<file path="config.mk">
export PLATFORM = sky130hd
export DESIGN_NAME = vga_fb_line_sched
export DESIGN_NICKNAME = d
export VERILOG_FILES = /design/src/rtl/vga_fb_line_sched.sv
export SDC_FILE = /design/constraint.sdc
export NUM_CORES = 2
export LEC_CHECK = 0
export CAP_MARGIN = 15
export CORE_UTILIZATION = 35
export DETAILED_ROUTE_END_ITERATION = 6
export PLACE_DENSITY = 0.61
export SYNTH_ARGS = -nofsm -noshare
export SYNTH_HDL_FRONTEND = slang
export SYNTH_SLANG_ARGS = --single-unit
</file>
<file path="constraint.sdc">
create_clock -name clk -period 4.5 [get_ports clk]
set_input_delay 0.45 -clock clk [delete_from_list [all_inputs] [get_ports clk]]
set_output_delay 0.45 -clock clk [all_outputs]
set_load 0.01 [all_outputs]
</file>
<file path="src/rtl/vga_fb_line_sched.sv">
// Shares one single-port framebuffer RAM between per-scanline row fills
// (done in hblank into a line buffer) and game-logic pixel writes.
`timescale 1ns/1ps
module vga_fb_line_sched #(
  parameter int FB_W   = 160,
  parameter int FB_H   = 120,
  parameter int AW     = 15,
  parameter int H_VIS  = 640,
  parameter int V_VIS  = 480,
  parameter int V_LAST = 525
) (
  input  logic          clk,
  input  logic          rst,
  input  logic [10:0]   hcount,
  input  logic [10:0]   vcount,
  output logic [11:0]   pix_rgb,
  input  logic          wr_valid,
  output logic          wr_ready,
  input  logic [7:0]    wr_x,
  input  logic [6:0]    wr_y,
  input  logic [11:0]   wr_data,
  output logic          wr_drop,
  output logic [AW-1:0] mem_addr,
  output logic          mem_we,
  output logic [11:0]   mem_wdata,
  input  logic [11:0]   mem_rdata,
  output logic          fill_busy
);

  localparam logic [10:0] HVis  = 11'(H_VIS);
  localparam logic [10:0] VVis  = 11'(V_VIS);
  localparam logic [10:0] VLast = 11'(V_LAST);
  localparam logic [7:0]  FbW   = 8'(FB_W);
  localparam logic [6:0]  FbH   = 7'(FB_H);

  typedef enum logic [1:0] {IDLE, WRITE, FILL} state_t;

  state_t        state_q, state_d;
  logic          hAtVis_q;
  logic          pend_q, pend_d;
  logic [AW-1:0] pendBase_q, pendBase_d;
  logic [7:0]    cnt_q, cnt_d;
  logic [AW-1:0] mem_addr_q, mem_addr_d;
  logic          mem_we_q, mem_we_d;
  logic [11:0]   mem_wdata_q, mem_wdata_d;
  logic          wr_drop_q, wr_drop_d;
  logic          fill_busy_q, fill_busy_d;
  logic [11:0]   pix_q;
  logic [11:0]   linebuf [FB_W];

  logic          hAtVis, trigger, validTrig, inRange;
  logic [10:0]   nextLine;
  logic [AW-1:0] trigBase, wrAddr;

  // Row-major address: y*160 built from shifts so no multiplier is needed.
  function automatic logic [AW-1:0] rowBase(input logic [6:0] r);
    logic [AW-1:0] rr;
    rr = AW'(r);
    return (rr << 7) + (rr << 5);
  endfunction

  assign hAtVis    = (hcount == HVis);
  assign trigger   = hAtVis && !hAtVis_q;
  assign nextLine  = (vcount == VLast) ? 11'd0 : vcount + 11'd1;
  assign validTrig = trigger && (nextLine < VVis);
  assign trigBase  = rowBase(nextLine[8:2]);
  assign wrAddr    = rowBase(wr_y) + AW'(wr_x);
  assign inRange   = (wr_x < FbW) && (wr_y < FbH);
  // A pending fill also blocks writes so it is served before the next write.
  assign wr_ready  = (state_q == IDLE) && !trigger && !pend_q && !rst;

  always_comb begin
    state_d     = state_q;
    pend_d      = pend_q;
    pendBase_d  = pendBase_q;
    cnt_d       = cnt_q;
    mem_addr_d  = mem_addr_q;
    mem_we_d    = 1'b0;
    mem_wdata_d = mem_wdata_q;
    wr_drop_d   = 1'b0;
    fill_busy_d = fill_busy_q;
    case (state_q)
      IDLE: begin
        if (pend_q || validTrig) begin
          state_d     = FILL;
          mem_addr_d  = pend_q ? pendBase_q : trigBase;
          pend_d      = 1'b0;
          cnt_d       = 8'd0;
          fill_busy_d = 1'b1;
        end else if (wr_valid && wr_ready) begin
          state_d   = WRITE;
          mem_we_d  = inRange;
          wr_drop_d = !inRange;
          if (inRange) begin
            mem_addr_d  = wrAddr;
            mem_wdata_d = wr_data;
          end
        end
      end
      WRITE: begin
        state_d = IDLE;
        if (validTrig) begin
          pend_d     = 1'b1;
          pendBase_d = trigBase;
        end
      end
      FILL: begin
        if (cnt_q == FbW) begin
          state_d     = IDLE;
          fill_busy_d = 1'b0;
        end else begin
          cnt_d      = cnt_q + 8'd1;
          mem_addr_d = mem_addr_q + AW'(1);
        end
      end
      default: state_d = IDLE;
    endcase
  end

  always_ff @(posedge clk) begin
    if (rst) begin
      state_q     <= IDLE;
      hAtVis_q    <= 1'b0;
      pend_q      <= 1'b0;
      pendBase_q  <= '0;
      cnt_q       <= '0;
      mem_addr_q  <= '0;
      mem_we_q    <= 1'b0;
      mem_wdata_q <= '0;
      wr_drop_q   <= 1'b0;
      fill_busy_q <= 1'b0;
      pix_q       <= '0;
    end else begin
      state_q     <= state_d;
      hAtVis_q    <= hAtVis;
      pend_q      <= pend_d;
      pendBase_q  <= pendBase_d;
      cnt_q       <= cnt_d;
      mem_addr_q  <= mem_addr_d;
      mem_we_q    <= mem_we_d;
      mem_wdata_q <= mem_wdata_d;
      wr_drop_q   <= wr_drop_d;
      fill_busy_q <= fill_busy_d;
      pix_q       <= (hcount < HVis && vcount < VVis) ? linebuf[hcount[9:2]] : 12'd0;
    end
  end

  // Read data trails the issued address by one clock, hence the cnt-1 slot.
  always_ff @(posedge clk) begin
    if (!rst && state_q == FILL && cnt_q != 8'd0)
      linebuf[cnt_q - 8'd1] <= mem_rdata;
  end

  assign mem_addr  = mem_addr_q;
  assign mem_we    = mem_we_q;
  assign mem_wdata = mem_wdata_q;
  assign wr_drop   = wr_drop_q;
  assign fill_busy = fill_busy_q;
  assign pix_rgb   = pix_q;

endmodule

</file>
==> impl_metrics.json <==
{
  "dieArea_um2": 226000,
  "dp_hpwl_um": 131000,
  "htree_num_levels": 4,
  "cts_num_sinks": 1984,
  "hold_class": "input port to register",
  "rsz0062_at_grt": "no",
  "drt-wirelength-per-cell_um": 28.5,
  "post_cts_buffers": 0,
  "clk_path_buf_depth": 3,
  "setup_tns_ps": 0,
  "synth_commonest_cells": "edfxtp_1 (1920), mux4_2 (463), nor2_1 (242)",
  "rr_startpoint": "cnt_q[0]",
  "hold_violations": 0,
  "tightest_slew_ps": 1210,
  "drive_gt1_share_pct": 25.4,
  "grt_pass1_vias": 40818,
  "synth.avg_cell_area_um2": 20.1,
  "yosys-top-cells-area": "edfxtp_1 (74%), mux4_2 (13%), mux2i_1 (2.3%), dfxtp_1 (1.6%), nor2_1 (1.2%)",
  "areaGrowthSynthToFinish_pct": 16.6,
  "io_buffers": 106,
  "cts_tree": "built",
  "crit_slowest_cell": "nor2_1",
  "slew_violations": 0,
  "r2r-end": "linebuf[154][8]",
  "holdPathEnd": "linebuf[55][2]",
  "grt_pass1_wl_um": 303000,
  "cp-end-kind": "register",
  "ys_seq_elements": 1984,
  "cp_max_fo": 16,
  "pwr-share-comb_pct": 5.4,
  "r2r_slack_ps": 690,
  "path_cells": "inv_1 -> ha_1 -> nand2_1 -> or3_1 -> nor2_1 -> nor3_2 -> buf_4 -> nand3_1 -> nor2_1 -> buf_4",
  "fp-row-count": 173,
  "cp_data_arrival_time_ps": 4350,
  "fin_crit_ps": 3810,
  "hold_path_depth": 1,
  "routed_via_density": 5.48,
  "setup_violations": 0,
  "synth_edf_count": 1920,
  "die_width_um": 475,
  "netSwitchingPower_w": 0.00849,
  "worstPathRequired_ps": 5040,
  "holdCritStartpoint": "mem_rdata[2]",
  "nets": 4401,
  "seqPwrFrac_pct": 52.2,
  "antenna_found_initial": 10,
  "cts_hold_buf": 1,
  "start_util_pct": 35.2,
  "grt_overflow_total": 0,
  "drt_iter0_markers": 5050,
  "synth_top_cell_area_share_pct": 73.6,
  "vdd_drop_max_v": 0.000307,
  "ys_types": 85,
  "cts_root_buf": "clkbuf_16",
  "grt_use_total_pct": 18.8,
  "dp.cells": 7081,
  "core-area_um2": 222000,
  "yosysSeqAreaShare_pct": 75.2,
  "grt_max_degree": 122,
  "worstSetupPathType": "register to register",
  "remaining_drc_errors": 0,
  "start_kind": "register",
  "switching_share_pct": 21.9,
  "synth_area_um2": 78300,
  "power.density_nw_per_um2": 425,
  "max_freq_mhz": 263,
  "place_congestion": 0.852,
  "min_period_over_period_pct": 84.6,
  "async_reset_ff_share_pct": 0,
  "synthCells": 3899,
  "cts_resized": 0,
  "firstDrtPassIters": 5,
  "ant_nets": 0,
  "fin_worst_skew_ps": 74.1,
  "cp_top_family": "simple AND/OR/NAND/NOR gates",
  "cts-buffers-inserted": 200,
  "crit_buf_inv": 3,
  "fin_util_pct": 41.1,
  "path_clk_slew_ps": 60,
  "clk_latency_ps": 860,
  "outcome": "finished, final reports clean",
  "synth_nets": 3991,
  "maxSlewHeadroom_pct": 19.5,
  "p_int_w": 0.0303,
  "ios": 107,
  "ff2ff_path_depth": 10,
  "yosysMostFrequentCell": "edfxtp_1",
  "drt_wl_total_um": 213000,
  "die_height_um": 475,
  "synth_top_area_cell": "edfxtp_1",
  "drv_cap": 0,
  "vias": 40816,
  "fin_cells": 7452,
  "ys.flop_type": "edfxtp_1",
  "ys_warn_count": 0,
  "power.leakage_nw": 29.0,
  "worst-path-stages": 10,
  "slowest_delay_ps": 740,
  "clockPowerShare_pct": 42.4
}
[layout by cell type (no fill, tap or decap), types with 10 or more instances in the layout]
master           count
ha_1                25
a21oi_1             81
nor2_1             240
clkbuf_16          201
or3_1               14
mux2i_1            180
edfxtp_1          1920
a221oi_1            23
nand2b_1            11
and3_1              21
clkbuf_1            43
buf_4              299
o221ai_1            10
xnor2_1             16
nand2_1            145
a21o_1              12
nor3_1              27
a22oi_1             32
bufinv_16           16
mux2_2              17
buf_12              27
clkinv_2            41
o22ai_1             23
inv_1               10
o21ai_0             57
dfxtp_1             64
clkinv_1            34
mux4_2             463
nand3_1             71
clkdlybuf4s50_1     87
a31oi_1             15
nand4_1             15
a311oi_1            11
a211oi_1            16
[metal layers]
metal  track usage [%]  wire length, µm  share of wire (%)  vias to the layer above
met5                 0               34              0.016                        -
met4              6.85             7550                3.5                        6
met3              4.34            18400                8.6                      339
met2              29.9           102000                 48                     1816
met1              25.1            85200                 40                    21660
li1                  -                -                  -                    16995
[through the flow]
step | area (µm²) | hold slack, ps | setup WS, ps | power, W
6_report | 91400 | 29.9 | 694 | 0.0388
4_1_cts | 91300 | 31.8 | 743 | 0.0391
2_1_floorplan | 78300 | 428 | 1150 | 0.0217
3_5_place_dp | 84800 | 441 | 429 | 0.0228
3_3_place_gp | 84800 | 457 | 499 | 0.0227
5_1_grt | 91400 | 41.6 | 525 | 0.0399
[how the worst max path moves through the flow]
stage / endpoint / slack, ps / from
after floorplan: linebuf[36][0] / 1150 / cnt_q[0]
after detailed placement: mem_addr[5] / 430 / hcount[8]
after global routing: linebuf[154][8] / 530 / cnt_q[0]
after global placement: cnt_q[7] / 500 / hcount[8]
final: linebuf[154][8] / 690 / cnt_q[0]
after CTS: linebuf[154][8] / 740 / cnt_q[0]
[state kept, by name, indices dropped and copies added, names as in the netlist]
name,cells
pend_q,1
wr_drop,1
fill_busy,1
pix_rgb,12
linebuf,1920
mem_we,1
mem_wdata,12
hAtVis_q,1
state_q,2
pendBase_q,10
cnt_q,8
mem_addr,15
[power by group through the flow]
stage | Combinational (W) | Sequential (W) | Clock [W]
floorplan | 0.00106 | 0.0207 | 0
global placement | 0.00208 | 0.0207 | 0
detailed placement | 0.00211 | 0.0207 | 0
CTS | 0.00211 | 0.0203 | 0.0167
global route | 0.00220 | 0.0203 | 0.0174
finish | 0.00209 | 0.0203 | 0.0165
[logic make-up (layout without fill, tap and decap cells)]
logic type / Yosys count / after routing / share of synthesized area, %
xor+xnor: 24 / 24 / 0.268
flops: 1984 / 1984 / 75.2
fa+ha+maj: 28 / 28 / 0.476
mux: 660 / 660 / 15.9
other cells: 0 / 5 / 0
simple gates: 605 / 605 / 3.54
compound gates: 364 / 364 / 3.19
buf+inv: 234 / 807 / 1.42
[area by class of cell]
cell class / count / area (µm²)
timing repair buffer: 428 / 3820
clock inverter: 114 / 1240
fill: 19478 / 131000
tap: 2975 / 3720
inverter: 14 / 53.8
sequential: 1984 / 58900
multi-input combinational: 1681 / 18300
clock buffer: 251 / 5290
antenna: 5 / 12.5
Note: power is estimated with default switching activity, not from simulation.
